### src/rtl/mem_arb_pkg.sv
// Shared types and default widths for the round-robin RAM arbiter.
package mem_arb_pkg;

  typedef enum logic [1:0] {
    StIdle,
    StBurst,
    StDrain
  } arb_state_e;

  localparam int unsigned NREQ_DEF = 3;
  localparam int unsigned AW_DEF   = 8;
  localparam int unsigned DW_DEF   = 8;
  localparam int unsigned LW_DEF   = 3;

endpackage

### src/rtl/mem_rr_arbiter_if.sv
// Requester-side and RAM-side bundle of the round-robin RAM arbiter.
interface mem_rr_arbiter_if
  import mem_arb_pkg::*;
#(
  parameter int unsigned NREQ = NREQ_DEF,
  parameter int unsigned AW   = AW_DEF,
  parameter int unsigned DW   = DW_DEF,
  parameter int unsigned LW   = LW_DEF
) ();

  logic [NREQ-1:0]    req_valid;
  logic [NREQ-1:0]    req_we;
  logic [NREQ*AW-1:0] req_addr;
  logic [NREQ*DW-1:0] req_di;
  logic [NREQ*LW-1:0] req_len;
  logic [NREQ-1:0]    req_ready;
  logic [NREQ-1:0]    grant;
  logic [NREQ-1:0]    beat_ack;
  logic [DW-1:0]      rd_data;
  logic               ram_en;
  logic               ram_we;
  logic [AW-1:0]      ram_addr;
  logic [DW-1:0]      ram_di;
  logic [DW-1:0]      ram_do;

  modport slave (
    input  req_valid, req_we, req_addr, req_di, req_len, ram_do,
    output req_ready, grant, beat_ack, rd_data, ram_en, ram_we, ram_addr, ram_di
  );

  modport master (
    output req_valid, req_we, req_addr, req_di, req_len, ram_do,
    input  req_ready, grant, beat_ack, rd_data, ram_en, ram_we, ram_addr, ram_di
  );

endinterface

### src/rtl/rr_pick.sv
// Combinational round-robin picker: first requester after i_last, wrapping.
module rr_pick
  import mem_arb_pkg::*;
#(
  parameter int unsigned NREQ = NREQ_DEF,
  parameter int unsigned IW   = 2
) (
  input  logic [NREQ-1:0] i_req,
  input  logic [IW-1:0]   i_last,
  output logic [NREQ-1:0] o_onehot,
  output logic [IW-1:0]   o_idx,
  output logic            o_any
);

  logic [IW-1:0] w_cand;

  always_comb begin
    o_onehot = '0;
    o_idx    = '0;
    o_any    = 1'b0;
    w_cand   = '0;
    for (int k = 1; k <= int'(NREQ); k++) begin
      w_cand = IW'((int'(i_last) + k) % int'(NREQ));
      if (!o_any && i_req[w_cand]) begin
        o_any            = 1'b1;
        o_onehot[w_cand] = 1'b1;
        o_idx            = w_cand;
      end
    end
  end

endmodule

### src/rtl/mem_rr_arbiter.sv
// Burst-aware round-robin arbiter sharing one synchronous single-port RAM.
module mem_rr_arbiter
  import mem_arb_pkg::*;
#(
  parameter int unsigned NREQ = NREQ_DEF,
  parameter int unsigned AW   = AW_DEF,
  parameter int unsigned DW   = DW_DEF,
  parameter int unsigned LW   = LW_DEF
) (
  input logic              clk,
  input logic              reset,
  mem_rr_arbiter_if.slave  bus
);

  localparam int unsigned IW = (NREQ > 1) ? $clog2(NREQ) : 1;

  arb_state_e      r_state, w_state_d;
  logic [IW-1:0]   r_last, r_idx, w_win_idx;
  logic [NREQ-1:0] r_grant, r_ready, r_ack, w_win;
  logic            w_any, w_last_beat, r_we;
  logic [AW-1:0]   r_addr;
  logic [LW-1:0]   r_len, r_cnt;

  rr_pick #(
    .NREQ (NREQ),
    .IW   (IW)
  ) u_pick (
    .i_req    (bus.req_valid),
    .i_last   (r_last),
    .o_onehot (w_win),
    .o_idx    (w_win_idx),
    .o_any    (w_any)
  );

  assign w_last_beat = (r_cnt == r_len);

  always_ff @(posedge clk) begin
    if (reset) r_state <= StIdle;
    else       r_state <= w_state_d;
  end

  always_comb begin
    w_state_d = r_state;
    unique case (r_state)
      StIdle:  if (w_any) w_state_d = StBurst;
      StBurst: if (w_last_beat) w_state_d = StDrain;
      StDrain: w_state_d = StIdle;
      default: w_state_d = StIdle;
    endcase
  end

  always_ff @(posedge clk) begin
    if (reset) begin
      r_last  <= IW'(NREQ - 1);
      r_idx   <= '0;
      r_grant <= '0;
      r_ready <= '0;
      r_ack   <= '0;
      r_addr  <= '0;
      r_len   <= '0;
      r_cnt   <= '0;
      r_we    <= 1'b0;
    end else begin
      r_ready <= '0;
      // Acknowledge trails each issued beat by the RAM's one-cycle latency.
      r_ack   <= (r_state == StBurst) ? r_grant : '0;
      case (r_state)
        StIdle: begin
          if (w_any) begin
            r_grant <= w_win;
            r_ready <= w_win;
            r_idx   <= w_win_idx;
            r_last  <= w_win_idx;
            r_addr  <= bus.req_addr[w_win_idx*AW +: AW];
            r_len   <= bus.req_len[w_win_idx*LW +: LW];
            r_we    <= bus.req_we[w_win_idx];
            r_cnt   <= '0;
          end
        end
        StBurst: begin
          r_addr <= r_addr + AW'(1);
          r_cnt  <= r_cnt + LW'(1);
        end
        StDrain: r_grant <= '0;
        default: ;
      endcase
    end
  end

  always_comb begin
    bus.ram_en   = 1'b0;
    bus.ram_we   = 1'b0;
    bus.ram_addr = '0;
    bus.ram_di   = '0;
    if (r_state == StBurst) begin
      bus.ram_en   = 1'b1;
      bus.ram_we   = r_we;
      bus.ram_addr = r_addr;
      bus.ram_di   = bus.req_di[r_idx*DW +: DW];
    end
  end

  assign bus.grant     = r_grant;
  assign bus.req_ready = r_ready;
  assign bus.beat_ack  = r_ack;
  assign bus.rd_data   = bus.ram_do;

endmodule
### src/flat_wrapper.sv
// flat-port wrapper written by rule: the top's interface ports become plain ports
module mem_rr_arbiter_flat import mem_arb_pkg::*;
#(
  parameter int unsigned NREQ = NREQ_DEF,
  parameter int unsigned AW   = AW_DEF,
  parameter int unsigned DW   = DW_DEF,
  parameter int unsigned LW   = LW_DEF
)
  (clk, reset, bus_req_valid, bus_req_we, bus_req_addr, bus_req_di, bus_req_len, bus_ram_do, bus_req_ready, bus_grant, bus_beat_ack, bus_rd_data, bus_ram_en, bus_ram_we, bus_ram_addr, bus_ram_di);
  mem_rr_arbiter_if #(.NREQ(NREQ), .AW(AW), .DW(DW), .LW(LW)) bus_i ();
  input logic clk;
  input logic reset;
  input wire logic [$bits(bus_i.req_valid)-1:0] bus_req_valid;
  input wire logic [$bits(bus_i.req_we)-1:0] bus_req_we;
  input wire logic [$bits(bus_i.req_addr)-1:0] bus_req_addr;
  input wire logic [$bits(bus_i.req_di)-1:0] bus_req_di;
  input wire logic [$bits(bus_i.req_len)-1:0] bus_req_len;
  input wire logic [$bits(bus_i.ram_do)-1:0] bus_ram_do;
  output wire logic [$bits(bus_i.req_ready)-1:0] bus_req_ready;
  output wire logic [$bits(bus_i.grant)-1:0] bus_grant;
  output wire logic [$bits(bus_i.beat_ack)-1:0] bus_beat_ack;
  output wire logic [$bits(bus_i.rd_data)-1:0] bus_rd_data;
  output wire logic [$bits(bus_i.ram_en)-1:0] bus_ram_en;
  output wire logic [$bits(bus_i.ram_we)-1:0] bus_ram_we;
  output wire logic [$bits(bus_i.ram_addr)-1:0] bus_ram_addr;
  output wire logic [$bits(bus_i.ram_di)-1:0] bus_ram_di;
  assign bus_i.req_valid = bus_req_valid;
  assign bus_i.req_we = bus_req_we;
  assign bus_i.req_addr = bus_req_addr;
  assign bus_i.req_di = bus_req_di;
  assign bus_i.req_len = bus_req_len;
  assign bus_i.ram_do = bus_ram_do;
  assign bus_req_ready = bus_i.req_ready;
  assign bus_grant = bus_i.grant;
  assign bus_beat_ack = bus_i.beat_ack;
  assign bus_rd_data = bus_i.rd_data;
  assign bus_ram_en = bus_i.ram_en;
  assign bus_ram_we = bus_i.ram_we;
  assign bus_ram_addr = bus_i.ram_addr;
  assign bus_ram_di = bus_i.ram_di;
  mem_rr_arbiter #(.NREQ(NREQ), .AW(AW), .DW(DW), .LW(LW)) u_core (.clk(clk), .reset(reset), .bus(bus_i));
endmodule
### config.mk
export PLATFORM = sky130hd
export DESIGN_NAME = mem_rr_arbiter_flat
export DESIGN_NICKNAME = d
export VERILOG_FILES = /design/src/rtl/mem_arb_pkg.sv /design/src/rtl/mem_rr_arbiter_if.sv /design/src/rtl/rr_pick.sv /design/src/rtl/mem_rr_arbiter.sv /design/src/flat_wrapper.sv
export SDC_FILE = /design/constraint.sdc
export NUM_CORES = 1
export LEC_CHECK = 0
export CAP_MARGIN = 0
export CELL_PAD_IN_SITES_DETAIL_PLACEMENT = 1
export CELL_PAD_IN_SITES_GLOBAL_PLACEMENT = 2
export CORE_UTILIZATION = 19
export DETAILED_ROUTE_END_ITERATION = 12
export PLACE_DENSITY_LB_ADDON = 0.3
export SLEW_MARGIN = 0
export SYNTH_ARGS = -nofsm -noshare
export SYNTH_HDL_FRONTEND = slang
export SYNTH_HIERARCHICAL = 1
export SYNTH_SLANG_ARGS = --single-unit
### constraint.sdc
create_clock -name clk -period 2.2 [get_ports clk]
set_input_delay 0.44 -clock clk [delete_from_list [all_inputs] [get_ports clk]]
set_output_delay 0.44 -clock clk [all_outputs]
set_load 0.01 [all_outputs]
# Word level (Yosys, flattened, before mapping)
# Index checks and enable logic that the tools add are counted.
# W data, S select, Z words.
[word_totals] ff_bits=30 in_bits=73 wordCells=91
[op_classes] eq_ne=5 addsub=5 n_bitwise=5 multipliers=1 shifts=3 magnitude_cmp=7 n_mux=36 reduce_logical=16 div=3
[ops] cell="$mod A32 B3 Y32 const B" n=3
[ops] cell="$shiftx A24 B6 Y8" n=2
[ops] cell="$mux W8" n=3
[ops] cell="$pmux W8 S2" n=1
[ops] cell="$mux W3" n=5
[ops] cell="$lt A2 B3 Y1 const B" n=4
[ops] cell="$mux W1" n=12
[ops] cell="$pmux W3 S2" n=2
[ops] cell="$mux W2" n=5
[ops] cell="$shiftx A9 B5 Y3" n=1
[ops] cell="$add A8 B1 Y8 const B" n=1
[ops] cell="$bmux W1 S2" n=4
[ops] cell="$reduce_and A2 Y1" n=4
[ops] cell="$add A2 B2 Y3 const B" n=2
[ops] cell="$demux W1 S2" n=3
[ops] cell="$ge A2 B1 Y1 const B" n=3
[ops] cell="$or A3 B3 Y3" n=2
[ops] cell="$logic_and A1 B1 Y1" n=5
[ops] cell="$mul A2 B2 Y4 const B" n=1
[ops] cell="$pmux W2 S2" n=1
[ops] cell="$reduce_bool A2 Y1" n=2
[ops] cell="$add A2 B1 Y3 const B" n=1
[ops] cell="$add A3 B1 Y3 const B" n=1
[ops] cell="$eq A3 B3 Y1" n=1
[ops] cell="9 further kinds" n=12

# Longest topological paths before layout
[logic_depth] ltp_word=14 ltp_mapped=13 mapped_depth_nobuf=10

# Cells and area by module
# The synthesis kept the hierarchy.
[modules_own_cells] module="mem_rr_arbiter" cells_each=220 n_inst=1 area_each_um2=1775.5
[modules_own_cells] module="rr_pick" cells_each=41 n_inst=1 area_each_um2=297.8

# Least setup slack after synthesis
# Ideal clock, no wire load.
[synth_path] kind="reg2reg" from="register u_core.r_last[0]" to="register u_core.r_addr[0]" arrival_time_ps=2327 required_ps=2097 slack_ps=-230 path_stages_with_launch=10 path_cell_list="dfxtp_1 -> inv_1 -> ha_1 -> mux2i_1 -> o21ai_2 -> o31ai_1 -> nor2b_1 -> buf_2 -> a21oi_1 -> a2111oi_2"
[synth_via] elab_chain_len=14 word_cells_on_any_way=27
[synth_rtl] item="from (decl)" line="mem_rr_arbiter.sv:18" source="logic [IW-1:0] r_last, r_idx, w_win_idx;"
[synth_rtl] item="from (signal assigned)" line="mem_rr_arbiter.sv:54" source="r_last <= IW'(NREQ - 1);"
[synth_rtl] item="from (signal assigned)" line="mem_rr_arbiter.sv:73" source="r_last <= w_win_idx;"
[synth_rtl] item="$add A2 B1 Y3" line="rr_pick.sv:23" source="w_cand = IW'((int'(i_last) + k) % int'(NREQ));"
[synth_rtl] item="$mod A32 B3 Y32" line="rr_pick.sv:23"
[synth_rtl] item="$bmux W1 S2" line="rr_pick.sv:24" source="if (!o_any && i_req[w_cand]) begin"
[synth_rtl] item="$mux W1 (implied by the code)" line="rr_pick.sv:24"
[synth_rtl] item="$mux W1" line="rr_pick.sv:24"
[synth_rtl] item="$logic_not A1 Y1" line="rr_pick.sv:24"
[synth_rtl] item="$logic_and A1 B1 Y1" line="rr_pick.sv:24"
[synth_rtl] item="$mux W1" line="rr_pick.sv:24"
[synth_rtl] item="$logic_not A1 Y1" line="rr_pick.sv:24"
[synth_rtl] item="$logic_and A1 B1 Y1" line="rr_pick.sv:24"
[synth_rtl] item="$mux W2 *" line="rr_pick.sv:24"
[synth_rtl] item="via u_core.w_win_idx[1]" line="mem_rr_arbiter.sv:18"
[synth_rtl] item="$shiftx A24 B6 Y8 *" line="mem_rr_arbiter.sv:74" source="r_addr <= bus.req_addr[w_win_idx*AW +: AW];"
[synth_rtl] item="$mux W8 *" line="mem_rr_arbiter.sv:69" source="if (w_any) begin"
[synth_rtl] item="$pmux W8 S2 *" line="mem_rr_arbiter.sv:67" source="case (r_state)"
[synth_rtl] item="to (signal assigned)" line="mem_rr_arbiter.sv:74"
[synth_rtl] item="to (signal assigned)" line="mem_rr_arbiter.sv:81" source="r_addr <= r_addr + AW'(1);"
[synth_rtl] item="to (decl)" line="mem_rr_arbiter.sv:21" source="logic [AW-1:0] r_addr;"
# Mark *: on every way through the listed nets, which the timed path passes. The rest lies on a longest branch. The select of a mux whose other input is x is not followed.
# A chain may end at the register's enable or synchronous reset.

# Final worst setup path
[layout_path] from="register u_core.r_last[0]" to="register u_core.r_addr[1]"
[layout_via] word_cells_on_any_way=27
[layout_rtl] item="$add A2 B1 Y3" line="rr_pick.sv:23"
[layout_rtl] item="$mod A32 B3 Y32" line="rr_pick.sv:23"
[layout_rtl] item="$bmux W1 S2" line="rr_pick.sv:24"
[layout_rtl] item="$mux W1 (implied by the code)" line="rr_pick.sv:24"
[layout_rtl] item="$mux W1" line="rr_pick.sv:24"
[layout_rtl] item="$logic_not A1 Y1" line="rr_pick.sv:24"
[layout_rtl] item="$logic_and A1 B1 Y1" line="rr_pick.sv:24"
[layout_rtl] item="$mux W1" line="rr_pick.sv:24"
[layout_rtl] item="$logic_not A1 Y1" line="rr_pick.sv:24"
[layout_rtl] item="$logic_and A1 B1 Y1" line="rr_pick.sv:24"
[layout_rtl] item="$mux W1 *" line="rr_pick.sv:24"
[layout_rtl] item="via u_core.w_any" line="mem_rr_arbiter.sv:20" source="logic w_any, w_last_beat, r_we;"
[layout_rtl] item="$ne A2 B2 Y1 (no source line) *"
[layout_rtl] item="$reduce_and A2 Y1 (no source line) *"
# Marked as above.

==> results.cfg <==
[logic_synthesis]
synthMuxAreaShare_pct = 11.6
synth_top_family_by_area = simple AND/OR/NAND/NOR gates
seq_area_frac_synth_pct = 28.0
synthesis.instances = 261
avgSynthCellArea_sq_um = 7.94
synth_seq_cells = 29
yosysTopAreaCell = dfxtp_1
synth_top_area_share_pct = 28.0
ys_top_cells_by_area = dfxtp_1 28%, mux2i_1 12%, nor2_1 8.0%
synth_compound_area_share_pct = 20.5
syn-num-nets = 340
yosys.area_share.simple_pct = 25.0
synthDistinctLibCells = 44
synth_xor_area_share_pct = 2.11
netlist_area_sq_um = 2070
yosysWarnings = 6
synth-adder-area-share_pct = 3.62

[timing]
hold_ws_ns = 0.506
fin_crit_ns = 2.33
fin_crit_sh_pct = 106
fin_worst_skew_ns = 0.00224
tightest_slew_ns = 0.449
setup_ws_ns = -0.128
fmax_mhz = 430
maxSlewViolCount = 0
rsz0062_at_grt = true
final-hold-violation-count = 0
maxSlewHeadroom_pct = 70.0
setup_viol = 15

[worst_setup_path]
slowest_delay_ns = 0.50
path_class = reg -> reg
cp.required_ns = 2.37
critical_path_arrival_ns = 2.50
start_kind = flop
crit_buf_inv = 3
crit_fanout = 8
crit_chain = inv_2 -> ha_4 -> mux2i_1 -> o21ai_2 -> buf_4 -> nor2_4 -> o21ai_4 -> or3b_4 -> buf_6 -> a211oi_2 -> nor3_1
cp-end-kind = flop
critPathTopFamily = simple AND/OR/NAND/NOR gates
crit_slowest_cell = or3b_4

[floorplanning]
start_util_pct = 19.8
rows = 37
coreArea_sq_um = 10500
dieWidth_um = 106
die_h_um = 106
die_area_sq_um = 11300
ioPinCount = 108

[finish]
nets = 470
diodes = 0
final_cell_area_sq_um = 3910
area_growth_pct = 88.6
fin_cells = 528
drive_above_1_share_pct = 31.9

[hold_path]
hold_class = reg -> reg

[grt]
grt_max_degree = 20
grtUsageTotal_pct = 13.5
antenna_found_initial = 0
grt_pass1_vias = 2479
overflow = 0
grt_pass1_wl_um = 12100

[detailed_routing]
drtIter0Drc = 44
routed_wl_um = 7700
via_count = 2352
wl_per_cell_um = 14.6
antenna_left = 0
routed_via_density = 4.45
drc = 0
dr.pass1.iters = 4

[clocking]
cts_hold_buf = 0
htreeDepth = 2
cts.sinks = 29
cts_buffers = 5
clkTransAtPathRegs_ns = 0.07
root_buffer = clkbuf_8
worst_skew_pair.late_latency_ns = 0.28
clk_path_buf_depth = 2
cts_tree = built

[placement]
place_congestion = 0.716
place_area_sq_um = 3330
dp_cells = 499
numPortBuffers = 91
pre_cts_slack_ns = -0.533
hpwlAfterDp_um = 5580

[job]
cap_viol_max_count = 0

[power]
p_leak_nw = 1.51
p_per_area_nw_per_um2 = 1540
irDropWorstVdd_mv = 0.508

[outcome]
violations = negative setup slack
outcome = finished with violations
-- repair_timing --
action,4_1_cts,5_1_grt
buffers inserted,11,10
endpoints found under the setup margin,27,33
cloned,1,0
gates resized for setup,40,42
pin swaps,19,27
-- flip-flops by register name, summed over array words and instances (netlist names) --
register              count
u_core/r_last             2
u_core/r_addr             8
u_core/r_cnt              3
u_core/r_idx              1
u_core/bus.grant          3
u_core/r_len              3
u_core/bus.beat_ack       3
u_core/r_we               1
u_core/bus.req_ready      3
u_core/r_state            2
-- through the flow --
| step | util, % | power, mW | setup TNS (ns) |
|---|---|---|---|
| 6_report | 37.4 | 6.04 | -1.10 |
| 3_5_place_dp | 31.8 | 4.30 | -8.68 |
| 2_1_floorplan | - | 2.99 | -0.104 |
| 4_1_cts | 35.0 | 5.52 | -0.599 |
| 5_1_grt | 37.4 | 6.48 | -3.27 |
| 3_3_place_gp | 31.8 | 4.27 | -6.65 |
-- layer usage --
layer | wire (um) | vias up | global-route usage, %
li1 | - | 1171 | -
met1 | 3240 | 1123 | 16.0
met2 | 4120 | 52 | 25.1
met3 | 284 | 6 | 2.15
met4 | 56 | 0 | 3.23
met5 | 0 | - | 0
-- cell families after synthesis --
kind of cell	after synthesis
multiplexers	24
adder cells (fa/ha/maj)	6
XOR/XNOR	5
flip-flops	29
AO/OA/AOI/OAI	60
AND/OR/NAND/NOR	104
buffers and inverters	33
-- where the power goes --
part / internal (mW) / switching [mW]
clock: 0.450 / 0.213
sequential: 0.716 / 0.161
combinational: 2.37 / 2.13
-- synth_stat cells, drive strengths merged --
cell and count:
nor2 44, dfxtp 29, mux2i 24, a21oi 22, buf 15, nand2 14
a211oi 11, clkbuf 10, nor3 9, and2 8, inv 8, nor3b 7
o21ai 7, ha 6, nor2b 6, a2111oi 5, o22ai 5, nand2b 4
nand3 4, xnor2 3, a2bb2oi 2, and4 2, nand3b 2, o31ai 2
xor2 2, a211o 1, a21boi 1, a311oi 1, and2b 1, nand4 1
nor4 1, o2111ai 1, o2bb2ai 1, o32a 1, or3b 1
-- cell type report --
cell class	instances	area [sq um]
inverters	8	35.0
well taps	136	170
multi-input cells	199	1590
repair buffers	148	1390
clock buffers	5	68.8
clock inverters	3	65.1
flip-flops and latches	29	586
fillers	1260	6550
-- tightest hold or removal path, delay by kind of cell (launching register included) --
kind	cells	cell delay, ns
flops	1	0.31
simple gates	2	0.15
-- final timing paths --
kind                    startpoint          endpoint  slack (ns)  depth (start not counted)
setup / recovery  u_core/r_last[0]  u_core/r_addr[1]       -0.13                         11
hold / removal         u_core/r_we       u_core/r_we        0.51                          2
setup reg to reg  u_core/r_last[0]  u_core/r_addr[1]       -0.13                         11
hold reg to reg        u_core/r_we       u_core/r_we        0.51                          2
-- cell usage in the layout (no fill, tap or decap), types with 9 or more instances in the layout --
cell,Yosys,layout
nand2_1,14,12
nor2_1,44,42
buf_6,3,16
nor3_1,9,9
dlygate4sd2_1,0,10
mux2i_1,24,22
clkdlybuf4s50_1,0,81
a21oi_1,22,14
buf_4,9,40
dfxtp_1,29,27
Note: power is estimated with default switching activity, not from simulation.
